`src/rtl/mem_arb_if.sv`:
```
// Bus bundle for the cart-memory arbiter: two requester ports, the memory pin side,
// and status. The arbiter uses the slave modport; requesters/bench use master.
interface mem_arb_if;
  logic        a_req;
  logic        a_we_lo;
  logic        a_we_hi;
  logic [22:0] a_addr;
  logic [15:0] a_dati;
  logic        a_ack;
  logic [15:0] a_dato;

  logic        b_req;
  logic        b_we_lo;
  logic        b_we_hi;
  logic [22:0] b_addr;
  logic [15:0] b_dati;
  logic        b_ack;
  logic [15:0] b_dato;

  logic        m_oe;
  logic        m_we_lo;
  logic        m_we_hi;
  logic [22:0] m_addr;
  logic [15:0] m_dati;
  logic [15:0] m_dato;

  logic        busy;
  logic        owner;

  modport slave (
    input  a_req, a_we_lo, a_we_hi, a_addr, a_dati,
    input  b_req, b_we_lo, b_we_hi, b_addr, b_dati,
    input  m_dato,
    output a_ack, a_dato, b_ack, b_dato,
    output m_oe, m_we_lo, m_we_hi, m_addr, m_dati,
    output busy, owner
  );

  modport master (
    output a_req, a_we_lo, a_we_hi, a_addr, a_dati,
    output b_req, b_we_lo, b_we_hi, b_addr, b_dati,
    output m_dato,
    input  a_ack, a_dato, b_ack, b_dato,
    input  m_oe, m_we_lo, m_we_hi, m_addr, m_dati,
    input  busy, owner
  );
endinterface

```
`src/rtl/mem_arb.sv`:
```
// Two-port arbiter and access sequencer for the external 16-bit cart memory.
// Fixed-length strobes plus recovery, starvation guard for port B, falling-edge state.
module mem_arb #(
  parameter int ACC_CYC  = 4,
  parameter int REC_CYC  = 1,
  parameter int MAX_WAIT = 8
) (
  input  logic      clk,
  input  logic      rst_n,
  mem_arb_if.slave  bus
);

  localparam int CMAX = (ACC_CYC > REC_CYC) ? ACC_CYC : REC_CYC;
  localparam int CW   = (CMAX > 1) ? $clog2(CMAX) : 1;
  localparam int SW   = $clog2(MAX_WAIT + 1);

  typedef enum logic [1:0] {IDLE, ACCESS, RECOVER} state_t;

  state_t        r_state, w_state;
  logic [CW-1:0] r_cyc, w_cyc;
  logic [SW-1:0] r_starve, w_starve;
  logic          r_oe, w_oe;
  logic          r_we_lo, w_we_lo;
  logic          r_we_hi, w_we_hi;
  logic [22:0]   r_addr, w_addr;
  logic [15:0]   r_dati, w_dati;
  logic          r_a_ack, w_a_ack;
  logic          r_b_ack, w_b_ack;
  logic [15:0]   r_a_dato, w_a_dato;
  logic [15:0]   r_b_dato, w_b_dato;
  logic          r_busy, w_busy;
  logic          r_owner, w_owner;

  logic w_a_elig, w_b_elig, w_grant_a, w_grant_b;

  // A port still holding req during its own ack pulse is not re-granted.
  assign w_a_elig  = bus.a_req & ~r_a_ack;
  assign w_b_elig  = bus.b_req & ~r_b_ack;
  assign w_grant_b = (r_state == IDLE) & w_b_elig &
                     ((r_starve == SW'(MAX_WAIT)) | ~w_a_elig);
  assign w_grant_a = (r_state == IDLE) & w_a_elig & ~w_grant_b;

  always_comb begin
    w_state  = r_state;
    w_cyc    = r_cyc;
    w_starve = r_starve;
    w_oe     = r_oe;
    w_we_lo  = r_we_lo;
    w_we_hi  = r_we_hi;
    w_addr   = r_addr;
    w_dati   = r_dati;
    w_a_ack  = 1'b0;
    w_b_ack  = 1'b0;
    w_a_dato = r_a_dato;
    w_b_dato = r_b_dato;
    w_busy   = r_busy;
    w_owner  = r_owner;
    case (r_state)
      IDLE: begin
        if (w_grant_b) begin
          w_state  = ACCESS;
          w_busy   = 1'b1;
          w_owner  = 1'b1;
          w_cyc    = CW'(ACC_CYC - 1);
          w_addr   = bus.b_addr;
          w_dati   = bus.b_dati;
          w_we_lo  = bus.b_we_lo;
          w_we_hi  = bus.b_we_hi;
          w_oe     = ~(bus.b_we_lo | bus.b_we_hi);
          w_starve = '0;
        end else if (w_grant_a) begin
          w_state  = ACCESS;
          w_busy   = 1'b1;
          w_owner  = 1'b0;
          w_cyc    = CW'(ACC_CYC - 1);
          w_addr   = bus.a_addr;
          w_dati   = bus.a_dati;
          w_we_lo  = bus.a_we_lo;
          w_we_hi  = bus.a_we_hi;
          w_oe     = ~(bus.a_we_lo | bus.a_we_hi);
          if (!bus.b_req)
            w_starve = '0;
          else if (r_starve != SW'(MAX_WAIT))
            w_starve = r_starve + 1'b1;
        end
      end
      ACCESS: begin
        if (r_cyc == '0) begin
          w_oe    = 1'b0;
          w_we_lo = 1'b0;
          w_we_hi = 1'b0;
          if (r_owner) begin
            w_b_ack = 1'b1;
            if (r_oe) w_b_dato = bus.m_dato;
          end else begin
            w_a_ack = 1'b1;
            if (r_oe) w_a_dato = bus.m_dato;
          end
          if (REC_CYC > 0) begin
            w_state = RECOVER;
            w_cyc   = CW'((REC_CYC > 0) ? REC_CYC - 1 : 0);
          end else begin
            w_state = IDLE;
            w_busy  = 1'b0;
          end
        end else begin
          w_cyc = r_cyc - 1'b1;
        end
      end
      RECOVER: begin
        if (r_cyc == '0) begin
          w_state = IDLE;
          w_busy  = 1'b0;
        end else begin
          w_cyc = r_cyc - 1'b1;
        end
      end
      default: w_state = IDLE;
    endcase
  end

  always_ff @(negedge clk or negedge rst_n) begin
    if (!rst_n) begin
      r_state  <= IDLE;
      r_cyc    <= '0;
      r_starve <= '0;
      r_oe     <= 1'b0;
      r_we_lo  <= 1'b0;
      r_we_hi  <= 1'b0;
      r_addr   <= '0;
      r_dati   <= '0;
      r_a_ack  <= 1'b0;
      r_b_ack  <= 1'b0;
      r_a_dato <= '0;
      r_b_dato <= '0;
      r_busy   <= 1'b0;
      r_owner  <= 1'b0;
    end else begin
      r_state  <= w_state;
      r_cyc    <= w_cyc;
      r_starve <= w_starve;
      r_oe     <= w_oe;
      r_we_lo  <= w_we_lo;
      r_we_hi  <= w_we_hi;
      r_addr   <= w_addr;
      r_dati   <= w_dati;
      r_a_ack  <= w_a_ack;
      r_b_ack  <= w_b_ack;
      r_a_dato <= w_a_dato;
      r_b_dato <= w_b_dato;
      r_busy   <= w_busy;
      r_owner  <= w_owner;
    end
  end

  assign bus.m_oe    = r_oe;
  assign bus.m_we_lo = r_we_lo;
  assign bus.m_we_hi = r_we_hi;
  assign bus.m_addr  = r_addr;
  assign bus.m_dati  = r_dati;
  assign bus.a_ack   = r_a_ack;
  assign bus.b_ack   = r_b_ack;
  assign bus.a_dato  = r_a_dato;
  assign bus.b_dato  = r_b_dato;
  assign bus.busy    = r_busy;
  assign bus.owner   = r_owner;

endmodule

```
`src/flat_wrapper.sv`:
```
// flat-port wrapper written by rule: the top's interface ports become plain ports
module mem_arb_flat 
#(
  parameter int ACC_CYC  = 4,
  parameter int REC_CYC  = 1,
  parameter int MAX_WAIT = 8
)
  (clk, rst_n, bus_a_req, bus_a_we_lo, bus_a_we_hi, bus_a_addr, bus_a_dati, bus_b_req, bus_b_we_lo, bus_b_we_hi, bus_b_addr, bus_b_dati, bus_m_dato, bus_a_ack, bus_a_dato, bus_b_ack, bus_b_dato, bus_m_oe, bus_m_we_lo, bus_m_we_hi, bus_m_addr, bus_m_dati, bus_busy, bus_owner);
  mem_arb_if bus_i ();
  input  logic clk;
  input  logic rst_n;
  input wire logic [$bits(bus_i.a_req)-1:0] bus_a_req;
  input wire logic [$bits(bus_i.a_we_lo)-1:0] bus_a_we_lo;
  input wire logic [$bits(bus_i.a_we_hi)-1:0] bus_a_we_hi;
  input wire logic [$bits(bus_i.a_addr)-1:0] bus_a_addr;
  input wire logic [$bits(bus_i.a_dati)-1:0] bus_a_dati;
  input wire logic [$bits(bus_i.b_req)-1:0] bus_b_req;
  input wire logic [$bits(bus_i.b_we_lo)-1:0] bus_b_we_lo;
  input wire logic [$bits(bus_i.b_we_hi)-1:0] bus_b_we_hi;
  input wire logic [$bits(bus_i.b_addr)-1:0] bus_b_addr;
  input wire logic [$bits(bus_i.b_dati)-1:0] bus_b_dati;
  input wire logic [$bits(bus_i.m_dato)-1:0] bus_m_dato;
  output wire logic [$bits(bus_i.a_ack)-1:0] bus_a_ack;
  output wire logic [$bits(bus_i.a_dato)-1:0] bus_a_dato;
  output wire logic [$bits(bus_i.b_ack)-1:0] bus_b_ack;
  output wire logic [$bits(bus_i.b_dato)-1:0] bus_b_dato;
  output wire logic [$bits(bus_i.m_oe)-1:0] bus_m_oe;
  output wire logic [$bits(bus_i.m_we_lo)-1:0] bus_m_we_lo;
  output wire logic [$bits(bus_i.m_we_hi)-1:0] bus_m_we_hi;
  output wire logic [$bits(bus_i.m_addr)-1:0] bus_m_addr;
  output wire logic [$bits(bus_i.m_dati)-1:0] bus_m_dati;
  output wire logic [$bits(bus_i.busy)-1:0] bus_busy;
  output wire logic [$bits(bus_i.owner)-1:0] bus_owner;
  assign bus_i.a_req = bus_a_req;
  assign bus_i.a_we_lo = bus_a_we_lo;
  assign bus_i.a_we_hi = bus_a_we_hi;
  assign bus_i.a_addr = bus_a_addr;
  assign bus_i.a_dati = bus_a_dati;
  assign bus_i.b_req = bus_b_req;
  assign bus_i.b_we_lo = bus_b_we_lo;
  assign bus_i.b_we_hi = bus_b_we_hi;
  assign bus_i.b_addr = bus_b_addr;
  assign bus_i.b_dati = bus_b_dati;
  assign bus_i.m_dato = bus_m_dato;
  assign bus_a_ack = bus_i.a_ack;
  assign bus_a_dato = bus_i.a_dato;
  assign bus_b_ack = bus_i.b_ack;
  assign bus_b_dato = bus_i.b_dato;
  assign bus_m_oe = bus_i.m_oe;
  assign bus_m_we_lo = bus_i.m_we_lo;
  assign bus_m_we_hi = bus_i.m_we_hi;
  assign bus_m_addr = bus_i.m_addr;
  assign bus_m_dati = bus_i.m_dati;
  assign bus_busy = bus_i.busy;
  assign bus_owner = bus_i.owner;
  mem_arb #(.ACC_CYC(ACC_CYC), .REC_CYC(REC_CYC), .MAX_WAIT(MAX_WAIT)) u_core (.clk(clk), .rst_n(rst_n), .bus(bus_i));
endmodule
```
`config.mk`:
```
export PLATFORM = sky130hd
export DESIGN_NAME = mem_arb_flat
export DESIGN_NICKNAME = d
export VERILOG_FILES = /design/src/rtl/mem_arb_if.sv /design/src/rtl/mem_arb.sv /design/src/flat_wrapper.sv
export SDC_FILE = /design/constraint.sdc
export NUM_CORES = 1
export LEC_CHECK = 0
export BUFFER_PORTS_ARGS = -buffer_cell sky130_fd_sc_hd__buf_2
export CAP_MARGIN = 20
export CORE_MARGIN = 5
export CORE_UTILIZATION = 40
export CTS_CLUSTER_SIZE = 20
export DETAILED_ROUTE_END_ITERATION = 8
export PLACE_DENSITY = 0.8
export SETUP_SLACK_MARGIN = 0.05
export SYNTH_ARGS = -nofsm -noshare
export SYNTH_HDL_FRONTEND = slang
export SYNTH_SLANG_ARGS = --single-unit
```
`constraint.sdc`:
```
create_clock -name clk -period 2.4 [get_ports clk]
set_input_delay 0.48 -clock clk [delete_from_list [all_inputs] [get_ports clk]]
set_output_delay 0.48 -clock clk [all_outputs]
set_load 0.05 [all_outputs]
```
==> results.cfg, run 1 <==
[status]
status = finished, violations left
violations = setup timing

[worst_setup_path]
r2r-start = u_core.r_state[0]
reg2reg_depth = 6
slowest_stage = dfrtn_1
worstPathArrival_ns = 2.17
crit_family = flip-flops
worst-r2r-setup-slack_ns = 0.33
crit_fanout = 2
cp_num_buf_inv = 1
cp_cell_sequence = buf_6
required_ns = 1.92
crit_path_start = u_core.bus.m_dati[15]
cp-end-kind = primary output
critical-path-max-stage-delay_ns = 0.46
worstSetupStartpointType = flip-flop
worstSetupPathType = flip-flop to primary output
r2r-end = u_core.r_cyc[0]

[synthesis]
synth_edf_count = 0
yosysSeqAreaShare = 0.547
ys_warn_count = 0
synth.top_cell.area_share = 0.547
synth_cell_type_count = 36
ys_ff_latch = 86
yosysMostFrequentCell = dfrtn_1
synth_nets = 443
synthesis.area_sq_um = 3940
syn_inst = 332
yosys.area.top_type = dfrtn_1
synth_ff_type = dfrtn_1
synth_top_family_by_area = multiplexers
syn_area_per_cell_sq_um = 11.9
synth-adder-area-share = 0.0286
synth_compound_area_frac = 0.0957
synthMuxAreaShare = 0.209
async_flop_share = 1.00
synthTopCellsByArea = dfrtn_1, mux2i_1, mux2_2
yosys.area_share.simple = 0.0814
synth_xor_area_frac = 0
synth_common_cells = dfrtn_1, nand2_1, mux2i_1

[power_and_ir_drop]
pwr-share-comb = 0.635
clockPowerShare = 0.099
seqPwrFrac = 0.266
peakVddDrop_mv = 1.23
p_sw_mw = 4.95
power_mw = 10.4
netSwitchingFraction = 0.477
p_int_mw = 5.42
cellPowerDensity_nw_per_um2 = 1650
leakage_nw = 3.18

[route]
dr.pass1.iters = 4
totalWireLength_mm = 12.4
vias = 3449
wl_per_cell_microns = 17.9
drc = 0
drt-vias-per-instance = 4.98
postRouteAntennaNets = 0
initialDrtViolationCount = 174

[timing]
tns_ns = -21.02
max_slew_margin = 0.600
setup_slack_ns = -0.253
worst_pin_slew_ns = 0.598
hold_viol_final = 0
setup_viol = 127
timing.final.max_slew_violations = 0
skew_ns = 0.00994
rsz0062_at_grt = yes

[min_path]
hold-path-endpoint = u_core.r_starve[3]
hold_class = flip-flop to flip-flop
holdCritStartpoint = u_core.r_starve[3]
min_path_cells = 1

[grt]
grt_pass1_wl_mm = 18.9
grt_pass1_vias = 3775
grt_antenna_before_repair = 0
grt_usage = 0.208
grt_max_degree = 34
grt-ovfl-total = 0

[die]
die_w_microns = 109
die_y_microns = 109
rows = 36
start_util = 0.406
die-area_sq_um = 11900
ios = 180
core-area_sq_um = 9680

[clocking]
htreeDepth = 3
clk-insertion-delay-late_ns = 0.34
cts_sinks = 86
clk_pin_slew_ns = 0.06
cts_buffers = 9
tritoncts = yes
clk_path_buf_depth = 2
cts_hold_buf = 0
cts_root_buf = clkbuf_8

[final_layout]
syn_to_final_growth_pct = 60.1
drive_gt1_frac = 0.546
final_nets = 666
num_antenna_cells = 0
design_area_sq_um = 6300
fillers = 721

[placed_design]
dp_hpwl_mm = 7.99
place_area_sq_um = 5120
globalplace.congestion = 0.849
port_buffers = 179

[run]
max_cap_viol_count = 0
## layout make-up
cell class,count,area (sq um),share of cell area
tap,133,166,0.0264
multi-input combinational,216,1750,0.277
timing repair buffer,230,1990,0.316
sequential,86,2150,0.342
clock inverter,7,73.8,0.0117
inverter,12,45.0,0.00715
clock buffer,9,124,0.0197
## layer usage
| metal | global-route usage | routed length (microns) | up-vias |
|---|---|---|---|
| li1 | - | - | 1599 |
| met1 | 0.227 | 4490 | 1684 |
| met2 | 0.377 | 6730 | 143 |
| met3 | 0.0574 | 947 | 23 |
| met4 | 0.0917 | 266 | 0 |
| met5 | 0 | 0 | - |
## power groups by stage
stage	Clock [mW]	Combinational, mW	Sequential [mW]
after floorplan	0	1.60	4.83
after global placement	0	4.94	2.55
after detailed placement	0	5.05	2.61
after CTS	1.06	6.36	2.74
after global routing	1.12	6.90	2.84
final	1.02	6.58	2.76
## worst max path at each step
stage                               endpoint  slack [ns]  cells past startpoint
after floorplan              u_core.r_cyc[0]       -0.41                      5
after global placement    u_core.r_starve[3]       -0.42                      5
after detailed placement  u_core.r_starve[3]       -0.48                      5
after CTS                      bus_m_dati[2]       -0.27                      1
after global routing           bus_b_dato[2]       -0.29                      1
final                         bus_m_dati[15]       -0.25                      1
## placed cells by master, fill, tap and decap left out, types with 6 or more instances in the layout
master     n
buf_4     35
dfrtn_1   86
inv_1     12
clkbuf_8   9
ha_1       9
buf_16     6
buf_6     82
o21ai_1   39
buf_2     99
mux2i_1   38
nand2_1   44
mux2_2    32
## stage by stage
stage | worst slack (ns) | std cells | utilization | hold slack, ns
detailed placement | -0.481 | 647 | 0.529 | 0.444
finish | -0.253 | 693 | 0.651 | 0.468
floorplan | -0.414 | 332 | - | 0.424
CTS | -0.266 | 682 | 0.636 | 0.471
global placement | -0.422 | 647 | 0.529 | 0.430
global route | -0.286 | 693 | 0.651 | 0.483
## registers in the layout, indices dropped and copies added (netlist names)
| register | cells |
|---|---|
| u_core.bus.m_we_lo | 1 |
| u_core.bus.m_oe | 1 |
| u_core.r_cyc | 2 |
| u_core.bus.a_dato | 16 |
| u_core.r_state | 2 |
| u_core.bus.owner | 1 |
| u_core.bus.a_ack | 1 |
| u_core.bus.m_addr | 23 |
| u_core.bus.b_dato | 16 |
| u_core.bus.m_we_hi | 1 |
| u_core.bus.b_ack | 1 |
| u_core.bus.m_dati | 16 |
| u_core.r_starve | 4 |
| u_core.bus.busy | 1 |
## logic make-up after synthesis
group           count (synthesis)
flops                          86
mux                            77
simple gates                   67
compound gates                 63
buf+inv                        30
fa+ha+maj                       9
## what timing repair did
item                       4_1_cts  5_1_grt
cloned                           6        0
pin swaps                       34       10
setup endpoints to repair      128      130
setup buffers                   13       11
resized for setup              185       15
Power figures use the tool's default switching activity.
==> run 2: changes to the inputs <==
- CELL_PAD_IN_SITES_DETAIL_PLACEMENT: not set -> 0
- CELL_PAD_IN_SITES_GLOBAL_PLACEMENT: not set -> 1
- CORE_UTILIZATION: 40 -> 35
- PLACE_DENSITY: 0.8 -> 0.89
==> run 2 against run 1 <==
The flow still finishes with violations (setup timing). Via count up 2.7%. Routed wire length up 11%. Register-to-register slack worse by 0.06 ns. Hold slack better by 0.0083 ns. Cell count up 2.6%. Design area up 9.3%. Die area up 13%. Sequential share of layout area down 2.9 points. Setup slack worse by 0.013 ns. Utilization down 2.1 points. Critical path depth unchanged. Critical path type unchanged. Largest power group unchanged.
==> results.cfg, run 2 (synthesis results as in run 1) <==
[grt]
grt_pass1_vias = 3891
grt_max_degree = 34
grt_antenna_before_repair = 0
grt_pass1_wl_mm = 20.5
grt_usage = 0.201
grt-ovfl-total = 0

[route]
dr.pass1.iters = 4
routed.top_layer = met4
initialDrtViolationCount = 150
drt-vias-per-instance = 4.98
totalWireLength_mm = 13.8
wl_per_cell_microns = 19.4
vias = 3542
wl_met2_mm = 7.44
wl_met3_mm = 1.13
wirelength_met1_mm = 4.84
drc = 0
postRouteAntennaNets = 0

[clocking]
clk_pin_slew_ns = 0.05
tritoncts = yes
cts_buffers = 9
htreeDepth = 3
clk-insertion-delay-late_ns = 0.35
cts_root_buf = clkbuf_16
clk_path_buf_depth = 2
cts_hold_buf = 0
cts_sinks = 86

[min_path]
holdCritStartpoint = u_core.bus.m_we_hi
hold_class = flip-flop to flip-flop
hold-path-endpoint = u_core.bus.m_we_hi
min_path_cells = 1

[worst_setup_path]
worstPathArrival_ns = 2.19
crit_fanout = 2
cp-end-kind = primary output
r2r-end = u_core.bus.m_dati[14]
reg2reg_depth = 9
worst-r2r-setup-slack_ns = 0.27
required_ns = 1.92
worstSetupPathType = flip-flop to primary output
slowest_stage = dfrtn_1
cp_num_buf_inv = 1
worstSetupStartpointType = flip-flop
crit_family = flip-flops
cp_cell_sequence = buf_6
r2r-start = u_core.r_state[0]
critical-path-max-stage-delay_ns = 0.47

[placed_design]
dp_hpwl_mm = 7.90
globalplace.congestion = 0.763
place_ws_ns = -0.491
place_area_sq_um = 5140
port_buffers = 179

[die]
die_w_microns = 116
ios = 180
start_util = 0.360
rows = 38
die_y_microns = 116
die-area_sq_um = 13500
core-area_sq_um = 10900

[status]
violations = setup timing
status = finished, violations left

[final_layout]
num_antenna_cells = 0
fillers = 827
drive_gt1_frac = 0.637
final_cell_mix = buf_2, buf_6, dfrtn_1
syn_to_final_growth_pct = 74.9
design_area_sq_um = 6880
largest_register_ffs = 23
final_nets = 677
final_common_cell = buf_2

[timing]
max_slew_margin = 0.728
rsz0062_at_grt = yes
skew_ns = 0.00793
hold_viol_final = 0
hold_slack_ns = 0.476
setup_viol = 128
setup_slack_ns = -0.266
tns_ns = -23.07
timing.final.max_slew_violations = 0
worst_pin_slew_ns = 0.407

[power_and_ir_drop]
peakVddDrop_mv = 0.955
leakage_nw = 3.40
cellPowerDensity_nw_per_um2 = 1660

[run]
max_cap_viol_count = 0
[run 2: where the power goes]
part           switching (mW)  internal (mW)
clock                   0.629          0.829
combinational            4.11           3.10
sequential              0.553           2.21
[run 2: stage by stage]
step | total power [mW] | util | std cells
3_5_place_dp | 7.64 | 0.470 | 655
4_1_cts | 11.1 | 0.611 | 704
3_3_place_gp | 7.51 | 0.470 | 655
6_report | 11.4 | 0.630 | 711
5_1_grt | 12.0 | 0.630 | 711
2_1_floorplan | 6.43 | - | 332
[run 2: cell type report]
type / instances / area, sq um / share of cell area
repair buffers: 241 / 2250 / 0.326
well taps: 140 / 175 / 0.0254
clock buffers: 9 / 225 / 0.0327
flip-flops and latches: 86 / 2150 / 0.313
multi-input cells: 216 / 1960 / 0.284
clock inverters: 7 / 83.8 / 0.0122
inverters: 12 / 45.0 / 0.00654
[run 2: per-layer routing]
metal | vias to the layer above | global-route usage
li1 | 1628 | -
met1 | 1751 | 0.218
met2 | 139 | 0.357
met3 | 24 | 0.0580
met4 | 0 | 0.102
met5 | - | 0
[run 2: how the worst max path moves through the flow]
stage / cells after the start / startpoint / slack, ns / endpoint
2_1_floorplan: 5 / bus_a_req / -0.41 / u_core.r_cyc[0]
3_3_place_gp: 5 / bus_a_req / -0.44 / u_core.r_starve[3]
3_5_place_dp: 5 / bus_a_req / -0.49 / u_core.r_starve[3]
4_1_cts: 1 / u_core.bus.m_addr[2] / -0.27 / bus_m_addr[2]
5_1_grt: 1 / u_core.bus.m_addr[7] / -0.30 / bus_m_addr[7]
6_report: 1 / u_core.bus.m_addr[7] / -0.27 / bus_m_addr[7]
[run 2: timing repair]
item	CTS	global route
setup endpoints to repair	124	129
gates resized for setup	226	57
pin swaps	31	15
buffers inserted	20	12
cloned	13	0
